[config.mk]
export PLATFORM = sky130hd
export DESIGN_NAME = load_store_unit_flat
export DESIGN_NICKNAME = d
export VERILOG_FILES = /design/src/rtl/load_store_unit_if.sv /design/src/rtl/load_store_unit.sv /design/src/flat_wrapper.sv
export SDC_FILE = /design/constraint.sdc
export NUM_CORES = 1
export LEC_CHECK = 0
export ABC_AREA = 1
export ABC_CLOCK_PERIOD_IN_PS = 3600
export BUFFER_PORTS_ARGS = -buffer_cell sky130_fd_sc_hd__buf_2
export CAP_MARGIN = 30
export CORE_MARGIN = 5
export CORE_UTILIZATION = 54
export CTS_CLUSTER_DIAMETER = 100
export DETAILED_ROUTE_END_ITERATION = 16
export PLACE_DENSITY = 0.9
export SLEW_MARGIN = 20
export SYNTH_ARGS = -nofsm -noshare
export SYNTH_HDL_FRONTEND = slang
export SYNTH_SLANG_ARGS = --single-unit
[constraint.sdc]
create_clock -name clk -period 3.6 [get_ports clk]
set_input_delay 0 -clock clk [delete_from_list [all_inputs] [get_ports clk]]
set_output_delay 0 -clock clk [all_outputs]
set_load 0.005 [all_outputs]
[src/rtl/load_store_unit_if.sv]
// Request, response and data-memory signals between the CPU memory stage,
// the load/store unit and the word-wide data memory.
interface load_store_unit_if;
  logic        req_valid;
  logic        req_ready;
  logic        req_we;
  logic [2:0]  req_funct3;
  logic [31:0] req_addr;
  logic [31:0] req_wdata;
  logic        resp_valid;
  logic        resp_err;
  logic [31:0] resp_rdata;
  logic [31:0] mem_addr;
  logic [31:0] mem_wdata;
  logic        mem_wen;
  logic [31:0] mem_rdata;

  // Environment side: drives requests and memory read data.
  modport master (
    output req_valid, req_we, req_funct3, req_addr, req_wdata, mem_rdata,
    input  req_ready, resp_valid, resp_err, resp_rdata, mem_addr, mem_wdata, mem_wen
  );

  // Load/store unit side.
  modport slave (
    input  req_valid, req_we, req_funct3, req_addr, req_wdata, mem_rdata,
    output req_ready, resp_valid, resp_err, resp_rdata, mem_addr, mem_wdata, mem_wen
  );
endinterface

[src/rtl/load_store_unit.sv]
// RV32I load/store unit in front of a word-wide memory with one-cycle read
// latency. Sub-word stores are done as read-modify-write of the whole word.
module load_store_unit #(
  parameter int unsigned MEM_BYTES = 131072
) (
  input logic              clk,
  input logic              rst,
  load_store_unit_if.slave bus
);

  typedef enum logic [2:0] {IDLE, RD, MERGE, WR, RESP, ERR} state_t;

  state_t      state_q, state_d;
  logic        we_q, we_d;
  logic [2:0]  funct3_q, funct3_d;
  logic [31:0] addr_q, addr_d;
  logic [31:0] wdata_q, wdata_d;

  logic        is_half, is_word, bad_funct, req_err;
  logic [7:0]  lane_byte;
  logic [15:0] lane_half;
  logic [31:0] load_data, merge_data;

  // Classify the incoming request and decide whether it must be rejected.
  always_comb begin
    is_half = (bus.req_funct3[1:0] == 2'b01);
    is_word = (bus.req_funct3 == 3'b010);
    if (bus.req_we) begin
      bad_funct = !(bus.req_funct3 inside {3'b000, 3'b001, 3'b010});
    end else begin
      bad_funct = (bus.req_funct3 == 3'b011) || (bus.req_funct3[2:1] == 2'b11);
    end
    req_err = bad_funct
            | (is_half & bus.req_addr[0])
            | (is_word & (|bus.req_addr[1:0]))
            | (bus.req_addr >= 32'(MEM_BYTES));
  end

  // State and latched request; reset aborts whatever access is in flight.
  always_ff @(posedge clk) begin
    if (rst) begin
      state_q  <= IDLE;
      we_q     <= 1'b0;
      funct3_q <= 3'b000;
      addr_q   <= 32'h0;
      wdata_q  <= 32'h0;
    end else begin
      state_q  <= state_d;
      we_q     <= we_d;
      funct3_q <= funct3_d;
      addr_q   <= addr_d;
      wdata_q  <= wdata_d;
    end
  end

  // Next state; the request is captured only when accepted in IDLE.
  always_comb begin
    state_d  = state_q;
    we_d     = we_q;
    funct3_d = funct3_q;
    addr_d   = addr_q;
    wdata_d  = wdata_q;
    case (state_q)
      IDLE: begin
        if (bus.req_valid) begin
          we_d     = bus.req_we;
          funct3_d = bus.req_funct3;
          addr_d   = bus.req_addr;
          wdata_d  = bus.req_wdata;
          if (req_err)          state_d = ERR;
          else if (!bus.req_we) state_d = RD;
          else if (is_word)     state_d = WR;
          else                  state_d = RD;
        end
      end
      RD:         state_d = we_q ? MERGE : RESP;
      MERGE, WR:  state_d = RESP;
      RESP, ERR:  state_d = IDLE;
      default:    state_d = IDLE;
    endcase
  end

  // Outputs: lane extraction for loads, lane merge for sub-word stores, and
  // all strobes forced quiet while reset is asserted.
  always_comb begin
    lane_byte  = bus.mem_rdata[{addr_q[1:0], 3'b000} +: 8];
    lane_half  = bus.mem_rdata[{addr_q[1], 4'b0000} +: 16];
    case (funct3_q)
      3'b000:  load_data = {{24{lane_byte[7]}}, lane_byte};
      3'b001:  load_data = {{16{lane_half[15]}}, lane_half};
      3'b100:  load_data = {24'h0, lane_byte};
      3'b101:  load_data = {16'h0, lane_half};
      default: load_data = bus.mem_rdata;
    endcase

    merge_data = bus.mem_rdata;
    if (funct3_q[1:0] == 2'b00) begin
      merge_data[{addr_q[1:0], 3'b000} +: 8] = wdata_q[7:0];
    end else begin
      merge_data[{addr_q[1], 4'b0000} +: 16] = wdata_q[15:0];
    end

    bus.mem_addr   = {addr_q[31:2], 2'b00};
    bus.req_ready  = 1'b0;
    bus.resp_valid = 1'b0;
    bus.resp_err   = 1'b0;
    bus.resp_rdata = 32'h0;
    bus.mem_wen    = 1'b0;
    bus.mem_wdata  = 32'h0;
    if (rst) begin
      bus.req_ready = 1'b1;
    end else begin
      case (state_q)
        IDLE: bus.req_ready = 1'b1;
        WR: begin
          bus.mem_wen   = 1'b1;
          bus.mem_wdata = wdata_q;
        end
        MERGE: begin
          bus.mem_wen   = 1'b1;
          bus.mem_wdata = merge_data;
        end
        RESP: begin
          bus.resp_valid = 1'b1;
          bus.resp_rdata = we_q ? 32'h0 : load_data;
        end
        ERR: begin
          bus.resp_valid = 1'b1;
          bus.resp_err   = 1'b1;
        end
        default: ;
      endcase
    end
  end

endmodule

[src/flat_wrapper.sv]
// flat-port wrapper written by rule: the top's interface ports become plain ports
module load_store_unit_flat 
#(
  parameter int unsigned MEM_BYTES = 131072
)
  (clk, rst, bus_req_valid, bus_req_we, bus_req_funct3, bus_req_addr, bus_req_wdata, bus_mem_rdata, bus_req_ready, bus_resp_valid, bus_resp_err, bus_resp_rdata, bus_mem_addr, bus_mem_wdata, bus_mem_wen);
  load_store_unit_if bus_i ();
  input logic clk;
  input logic rst;
  input wire logic [$bits(bus_i.req_valid)-1:0] bus_req_valid;
  input wire logic [$bits(bus_i.req_we)-1:0] bus_req_we;
  input wire logic [$bits(bus_i.req_funct3)-1:0] bus_req_funct3;
  input wire logic [$bits(bus_i.req_addr)-1:0] bus_req_addr;
  input wire logic [$bits(bus_i.req_wdata)-1:0] bus_req_wdata;
  input wire logic [$bits(bus_i.mem_rdata)-1:0] bus_mem_rdata;
  output wire logic [$bits(bus_i.req_ready)-1:0] bus_req_ready;
  output wire logic [$bits(bus_i.resp_valid)-1:0] bus_resp_valid;
  output wire logic [$bits(bus_i.resp_err)-1:0] bus_resp_err;
  output wire logic [$bits(bus_i.resp_rdata)-1:0] bus_resp_rdata;
  output wire logic [$bits(bus_i.mem_addr)-1:0] bus_mem_addr;
  output wire logic [$bits(bus_i.mem_wdata)-1:0] bus_mem_wdata;
  output wire logic [$bits(bus_i.mem_wen)-1:0] bus_mem_wen;
  assign bus_i.req_valid = bus_req_valid;
  assign bus_i.req_we = bus_req_we;
  assign bus_i.req_funct3 = bus_req_funct3;
  assign bus_i.req_addr = bus_req_addr;
  assign bus_i.req_wdata = bus_req_wdata;
  assign bus_i.mem_rdata = bus_mem_rdata;
  assign bus_req_ready = bus_i.req_ready;
  assign bus_resp_valid = bus_i.resp_valid;
  assign bus_resp_err = bus_i.resp_err;
  assign bus_resp_rdata = bus_i.resp_rdata;
  assign bus_mem_addr = bus_i.mem_addr;
  assign bus_mem_wdata = bus_i.mem_wdata;
  assign bus_mem_wen = bus_i.mem_wen;
  load_store_unit #(.MEM_BYTES(MEM_BYTES)) u_core (.clk(clk), .rst(rst), .bus(bus_i));
endmodule
==> results of run 1 <==
-- metal layers --
layer | wire length, um | global-route usage (%) | part of all wire (%)
met4 | 1150 | 19.9 | 5.8
met1 | 7370 | 41.6 | 37
met3 | 1980 | 6.75 | 9.9
met2 | 9350 | 51.8 | 47
met5 | 0 | 0 | 0
-- through the flow --
step | instances | util [%]
final | 1175 | 73.1
after global routing | 1173 | 73.1
after CTS | 1171 | 72.9
after detailed placement | 1092 | 63.7
after global placement | 1092 | 63.7
after floorplan | 846 | -
-- cells in the final DEF, fill, tap and decap left out, drive strengths merged, types with 9 or more instances in the layout --
master and n:
o21ai 74, buf 211, a21oi 126, nand2 160, clkbuf 9, dfxtp 71
dlygate4sd3 63, nor2 97, o211ai 47, nand3 93, inv 62
-- tightest hold or removal path, cell delays in order --
cell and delay, ns:
buf_2 0.12, o21ai_0 0.12, a21oi_1 0.12
-- cells by family (layout without fill, tap and decap cells) --
family	Yosys count	count (layout)	synth area share (%)
other cells	1	5	0.0723
simple gates	361	361	29.6
fa+ha+maj	5	5	1.21
flops	71	71	27.4
buf+inv	153	350	14.4
compound gates	254	254	27.2
-- cell type report --
type                    instances  area, sq um
multi-input cells             622         3030
fillers                       781         2490
repair buffers                274         1720
flip-flops and latches         71         1420
inverters                      60          225
well taps                     129          161
clock buffers                   9          124
clock inverters                 7          103
diodes                          3         7.51
-- sequential cells by signal (all words and copies together) (netlist names) --
signal,flops
u_core.funct3_q,3
u_core.we_q,1
u_core.wdata_q,32
u_core.addr_q,32
u_core.state_q,3
-- where the power goes --
group	internal [mW]	leakage, nW	total, mW	switching [mW]
Clock	0.399	0.111	0.747	0.348
Sequential	0.848	0.584	0.908	0.0600
Combinational	0.258	2.41	0.698	0.440
Total	1.50	3.11	2.35	0.848
-- how the worst max path moves through the flow --
stage	slack, ns	end	depth (start not counted)
6_report	0.78	bus_mem_wdata[30]	8
5_1_grt	0.64	bus_mem_wdata[30]	8
4_1_cts	0.87	bus_mem_wdata[30]	8
3_5_place_dp	1.26	bus_mem_wdata[28]	8
3_3_place_gp	1.40	bus_mem_wdata[28]	8
2_1_floorplan	1.84	bus_mem_wdata[28]	11
-- cell usage after synthesis --
cell	number
nand2_1	158
a21oi_1	126
nor2_1	93
nand3_1	91
dfxtp_1	71
o21ai_0	63
inv_1	55
o211ai_1	47
buf_4	35
buf_2	29
clkbuf_1	27
o21ai_1	11
or2_2	8
ha_1	5
inv_2	4
o211a_1	4
a31oi_1	3
nand2_2	2
nand3_2	2
nor2_2	2
nor2_4	2
nor3_1	2
buf_1	1
buf_6	1
clkinv_1	1
conb_1	1
nand4_2	1
==> impl_metrics.toml, run 1 <==
[status]
status = "completed"

[yosys]
yosysWarnings = 0
synthTopCellsByArea = "dfxtp_1 (27%), a21oi_1 (12%), nand2_1 (11%)"
syn-cell-area_sq_um = 5190
netlist.area_leader.share_pct = 27.4
synth_top_area_cell = "dfxtp_1"
ys_seq_area_share_pct = 27.4
ys_ff_latch = 71
yosysUniqueCellTypes = 27
avgSynthCellArea_sq_um = 6.14
netlist_instances = 845

[drt]
vias = 6841
via_per_inst = 5.82
postRouteAntennaNets = 0
drc = 0
wl_um = 19900
first_pass_iters = 5
drt-initial-drc-count = 891
routedWlPerCell_um = 16.9

[placement]
place_area_sq_um = 5910
io_buffers = 200
place_worst_setup_slack_ns = 1.26
dp_hpwl_um = 12800
gp_congestion = 1.03

[pwr]
p_total_mw = 2.35
pwr_density_cell_nw_per_um2 = 346
leakagePower_nw = 3.11
peakVddDrop_mv = 0.274

[clock_tree]
cts_hold_buffers = 63
ctsLongestPathBuffers = 2
cts.repair.resized = 0
clock-root-buffer = "clkbuf_8"
clk_pin_slew_ns = 0.09
postCtsSetupRepairBufs = 0
clk_latency_ns = 0.35
cts_inserted_buffers = 9
cts_tree = "built"
cts_sinks = 71
htree_num_levels = 3

[critical_path]
cp_max_fo = 14
worstSetupPathType = "reg2out"
regToRegSetupSlack_ns = 1.66
reg2regPathDepth = 7
crit_path_end_kind = "output pin"
crit_slowest_cell = "dfxtp_1"
cp.required_ns = 3.60
rr_startpoint = "u_core.state_q[1]"
slowest_delay_ns = 0.66
cp-startpoint = "u_core.addr_q[0]"
worst-path-buf-inv = 3
r2r_end = "u_core.addr_q[13]"
startpoint_type = "flip-flop"
critPathTopFamily = "buffers and inverters"
crit_arrival_ns = 2.82
cpMostUsedCell = "inv_1"
cp_cell_sequence = "inv_1, ha_1, inv_1, nand3_1, nor2_1, o211ai_1, a21oi_1, buf_2"

[die]
start_util_pct = 55.9
coreArea_sq_um = 9280
die_area_sq_um = 11700
row_count = 35
ios = 203
die_h_um = 108
die_w_um = 108

[flow_run]
cap_violations = 0

[sta]
rsz0062_at_grt = "no"
fin_hold_ws_ns = 0.0303
tns_ns = 0
fin_crit_ns = 2.82
setup_viol = 0
fmax_mhz = 355
clock_skew_ns = 0.0153
hold_viol_final = 0
min_period_over_period_pct = 78.3
worst_pin_slew_ns = 0.804
setup_slack_ns = 0.783
drv_slew = 0
slew_headroom_pct = 46.4

[layout]
area_growth_syn_to_layout_pct = 30.9
layout.nets = 1146
final_cell_area_sq_um = 6790
layout-drive-gt1-share_pct = 24.1

[global_route]
grt_max_degree = 80
grt_pass1_wl_um = 31100
overflow = 0
antenna_found_initial = 1
track_usage_pct = 33.0
first_global_vias = 6350

[hold_path]
whs_path_depth = 3
hold_start = "bus_req_funct3[2]"
hold_end = "u_core.funct3_q[2]"
hp-class = "in2reg"
No activity file was read; power rests on OpenSTA's default activity.
==> run 2, diff against run 1 <==
ABC_AREA = 0   (was 1)
ABC_CLOCK_PERIOD_IN_PS = 2900   (was 3600)
CORE_UTILIZATION = 48   (was 54)
PLACE_DENSITY = 0.84   (was 0.9)
clock period = 2.9 ns   (was 3.6 ns; I/O delays follow)
==> impl_metrics.toml, run 2 <==
[clock_tree]
postCtsSetupRepairBufs = 0
htree_num_levels = 3
clock-root-buffer = "clkbuf_8"
clk_pin_slew_ns = 0.08
cts.repair.resized = 0
cts_inserted_buffers = 9
cts_tree = "built"
clk_latency_ns = 0.35
cts_sinks = 71
ctsLongestPathBuffers = 2

[die]
start_util_pct = 49.5
row_count = 35
coreArea_sq_um = 9330
die_w_um = 108
die_area_sq_um = 11700
die_h_um = 108
ios = 203

[critical_path]
crit_slowest_cell = "and3b_1"
startpoint_type = "flip-flop"
cp_cell_sequence = "or3b_1, or2_1, and3b_1, a221o_1, buf_2"
crit_path_end_kind = "output pin"
worstSetupPathType = "reg2out"
slowest_delay_ns = 0.53
cp.required_ns = 2.90
crit_arrival_ns = 2.71
cp_max_fo = 18

[yosys]
yosysMostFrequentCell = "nand2_1"
netlist.area_leader.share_pct = 30.8
netlist_instances = 646
synthTopCellsByArea = "dfxtp_1 (31%), nand2_1 (13%), a21oi_1 (13%)"
avgSynthCellArea_sq_um = 7.15
synth_edf_count = 0
ys_seq_area_share_pct = 30.8
yosysWarnings = 0
synth_top_area_cell = "dfxtp_1"
async_reset_ff_share_pct = 0
ys_ff_latch = 71
syn-cell-area_sq_um = 4620
yosysUniqueCellTypes = 49
ys.flop_type = "dfxtp_1"
synthTopCellsByCount = "nand2_1 (164), a21oi_1 (117), dfxtp_1 (71)"

[pwr]
pwr_density_cell_nw_per_um2 = 425
p_total_mw = 2.70
peakVddDrop_mv = 0.299
leakagePower_nw = 2.92

[sta]
tns_ns = 0
setup_viol = 0
slew_headroom_pct = 49.2
fin_hold_ws_ns = 0.0710
worst_pin_slew_ns = 0.762
clock_skew_ns = 0.0158
fmax_mhz = 369
drv_slew = 0
hold_viol_final = 0
min_period_over_period_pct = 93.5
rsz0062_at_grt = "no"
fin_crit_ns = 2.71

[global_route]
antenna_found_initial = 0
grt_max_degree = 65
track_usage_pct = 29.4
grt_pass1_wl_um = 27200
first_global_vias = 5414
overflow = 0

[drt]
wl_um = 18000
vias = 5638
routedWlPerCell_um = 18.2
drt-initial-drc-count = 521
postRouteAntennaNets = 0
first_pass_iters = 5
drc = 0
via_per_inst = 5.71

[layout]
layout_commonest_cell = "buf_2"
layout-drive-gt1-share_pct = 28.6
area_growth_syn_to_layout_pct = 37.4
reg.largest.list = "u_core.addr_q x32, u_core.wdata_q x32"
antenna_cells = 0
layout_common_cells = "buf_2 (201), nand2_1 (164), a21oi_1 (117), dfxtp_1 (71), dlygate4sd3_1 (68)"
layout.nets = 963

[placement]
dp_hpwl_um = 12000
io_buffers = 200
gp_congestion = 0.957

[status]
status = "completed"

[flow_run]
cap_violations = 0

[hold_path]
hp-class = "in2reg"
## run 2: cell types whose count changed in the layout (fill, tap and decap cells not counted), moves of 9 or more
cell and change:
o22ai_1 +9, a22o_1 +16, and2_1 +10, o211ai_1 -46, mux2i_1 +16, inv_1 -26
o21ai_1 -11, nor2_1 -76, a221oi_1 +9, nand3_1 -87, o21ai_0 -53, a221o_1 +20
a21oi_1 -9
## run 2: worst paths after layout
path / depth (start not counted) / startpoint / slack, ns / to
worst min-delay path: 2 / rst / 0.07 / u_core.wdata_q[5]
worst max-delay path: 5 / u_core.state_q[1] / 0.19 / bus_mem_wdata[23]
worst min register to register: 2 / u_core.addr_q[3] / 0.45 / u_core.addr_q[3]
worst max register to register: 4 / u_core.state_q[2] / 0.79 / u_core.addr_q[13]
## run 2: repair_timing
item                                    4_1_cts  5_1_grt
hold buffers                                 68        0
hold endpoints to repair                     69        0
endpoints found under the setup margin        0        0
## run 2: stage by stage
| step | cell area (sq um) | setup WS (ns) | util, % | cells |
|---|---|---|---|---|
| after global placement | 5430 | 0.639 | 58.2 | 904 |
| after global routing | 6350 | 0.0817 | 68.1 | 988 |
| after CTS | 6340 | 0.222 | 68.0 | 987 |
| after floorplan | 4620 | 0.550 | - | 647 |
| final | 6350 | 0.188 | 68.1 | 988 |
| after detailed placement | 5430 | 0.610 | 58.2 | 904 |
## run 2: logic make-up (layout without fill, tap and decap cells)
| kind of cell | Yosys count | in the layout | share of synthesized area (%) |
|---|---|---|---|
| flip-flops | 71 | 71 | 30.8 |
| AO/OA/AOI/OAI | 201 | 201 | 27.9 |
| multiplexers | 18 | 18 | 4.20 |
| other | 1 | 2 | 0.0812 |
| adder cells (fa/ha/maj) | 5 | 5 | 1.35 |
| AND/OR/NAND/NOR | 234 | 234 | 22.8 |
| buffers and inverters | 116 | 328 | 12.8 |
## run 2: area by class of cell
class / count / area [sq um]
Sequential cell: 71 / 1420
Clock inverter: 6 / 110
Clock buffer: 9 / 124
Fill cell: 770 / 2980
Tap cell: 129 / 161
Multi-Input combinational cell: 460 / 2620
Inverter: 30 / 113
Timing Repair Buffer: 283 / 1800
## run 2: layer usage
layer | GRT usage (%) | wire length [um] | up-vias
met4 | 14.2 | 736 | 0
met1 | 34.4 | 6850 | 2547
met3 | 9.19 | 2120 | 72
met5 | 0 | 0 | -
li1 | - | - | 2644
met2 | 48.8 | 8280 | 375
## run 2: power breakdown
part / switching [mW] / internal [mW]
clock network: 0.375 / 0.565
registers: 0.0697 / 1.04
logic: 0.358 / 0.293
## run 2: critical path: cells and delay by family (launching register included)
| kind | cells | cell delay, ns |
|---|---|---|
| AOI/OAI and AO/OA | 1 | 0.25 |
| buffers and inverters | 1 | 0.13 |
| and+or+nand+nor | 3 | 1.53 |
| DFF | 1 | 0.46 |
==> run 3, diff against run 2 <==
ABC_AREA = 1   (was 0)
CORE_UTILIZATION = 50   (was 48)
PLACE_DENSITY = 0.85   (was 0.84)
==> impl_metrics.toml, run 3 (synthesis results as in run 1) <==
[critical_path]
reg2regPathDepth = 7
crit_slowest_cell = "ha_1"
worstSetupPathType = "reg2out"
worst-path-buf-inv = 3
critPathTopFamily = "buffers and inverters"
cp.required_ns = 2.90
startpoint_type = "flip-flop"
cp_cell_sequence = "inv_1, ha_1, clkinvlp_4, nand3_1, nor2_1, o211ai_1, a21oi_1, buf_2"
rr_startpoint = "u_core.state_q[1]"
cp_num_cells = 8
slowest_delay_ns = 0.43
crit_path_end_kind = "output pin"
regToRegSetupSlack_ns = 1.13
r2r_end = "u_core.addr_q[10]"
crit_arrival_ns = 2.48
cp_max_fo = 14

[sta]
clock_skew_ns = 0.0113
hold_viol_final = 0
fin_crit_ns = 2.48
worst_pin_slew_ns = 0.842
slew_headroom_pct = 43.9
fmax_mhz = 403
min_period_over_period_pct = 85.6
fin_hold_ws_ns = 0.0307
drv_slew = 0
tns_ns = 0
setup_viol = 0
rsz0062_at_grt = "no"

[layout]
finalNonFillerCells = 1182
layout-drive-gt1-share_pct = 24.4
layout_commonest_cell = "buf_2"
reg.largest.list = "u_core.addr_q x32, u_core.wdata_q x32"
layout_common_cells = "buf_2 (200), nand2_1 (158), a21oi_1 (126), nand3_1 (91), nor2_1 (91)"
finish.utilization_pct = 66.4
multi_input_area_sq_um = 3030
seq_area_sq_um = 1420
fillers = 955
area_growth_syn_to_layout_pct = 30.9
antenna_cells = 0
layout.nets = 1149

[pwr]
leakagePower_nw = 3.10
pwr_density_cell_nw_per_um2 = 413
peakVddDrop_mv = 0.344

[hold_path]
hold_end = "u_core.funct3_q[0]"
hold_start = "bus_req_funct3[0]"
hp-class = "in2reg"
whs_path_depth = 3

[clock_tree]
clock-root-buffer = "clkbuf_8"
cts_sinks = 71
ctsLongestPathBuffers = 2
clk_pin_slew_ns = 0.08
cts_inserted_buffers = 9
clk_latency_ns = 0.35
htree_num_levels = 3
cts_tree = "built"

[global_route]
track_usage_pct = 30.4
antenna_found_initial = 0
grt_pass1_wl_um = 31600
grt_max_degree = 80
overflow = 0
first_global_vias = 6263

[placement]
dp_hpwl_um = 13400
gp_congestion = 0.970
io_buffers = 200
dp_cells = 1103

[drt]
drc = 0
wl_um = 19700
drt-initial-drc-count = 894
vias = 6663
via_per_inst = 5.64
postRouteAntennaNets = 0
first_pass_iters = 6
routedWlPerCell_um = 16.7

[status]
status = "completed"

[die]
die_area_sq_um = 12500
die_h_um = 112
row_count = 37
die_w_um = 112
ios = 203
coreArea_sq_um = 10200
start_util_pct = 50.7

[flow_run]
cap_violations = 0
run 3: worst min-delay path: cells and delay by family:
kind,cells,cell delay [ns]
AO/OA/AOI/OAI,2,0.24
buffers and inverters,1,0.10
run 3: stage by stage:
step	cell area (sq um)	worst slack (ns)	power (mW)
2_1_floorplan	5190	1.14	1.70
3_3_place_gp	5960	0.683	1.91
3_5_place_dp	5960	0.605	1.93
4_1_cts	6790	0.223	2.79
5_1_grt	6790	0.156	2.97
6_report	6790	0.416	2.81
run 3: power breakdown:
part	switching [mW]	internal [mW]
logic	0.546	0.330
clock network	0.401	0.402
registers	0.0747	1.05
total	1.02	1.79
run 3: final cells by class:
type                    instances  area share, %
clock buffers                  10           1.88
clock inverters                 6          0.995
inverters                      60           3.37
multi-input cells             622           44.5
flip-flops and latches         71           21.0
well taps                     136           2.51
repair buffers                277           25.8
run 3: worst max-delay path by stage:
stage	startpoint	slack, ns	to
final	u_core.addr_q[0]	0.42	bus_mem_wdata[31]
after global placement	u_core.addr_q[0]	0.68	bus_mem_wdata[28]
after floorplan	u_core.addr_q[1]	1.14	bus_mem_wdata[28]
after CTS	u_core.addr_q[0]	0.22	bus_mem_wdata[24]
after detailed placement	u_core.addr_q[0]	0.61	bus_mem_wdata[24]
after global routing	u_core.addr_q[0]	0.16	bus_mem_wdata[10]
run 3: timing repair:
| item | 4_1_cts | 5_1_grt |
|---|---|---|
| endpoints found under the setup margin | 0 | 13 |
| hold buffers | 63 | 0 |
| endpoints found under the hold margin | 63 | 0 |
| setup buffers | 0 | 0 |
| resized for setup | 0 | 2 |
run 3: per-layer routing:
metal / track usage [%] / wire (um) / part of all wire [%]
met2: 48.5 / 9100 / 46
met5: 0 / 0 / 0
met3: 6.41 / 1970 / 10
met4: 14.8 / 799 / 4.1
met1: 38.9 / 7830 / 40
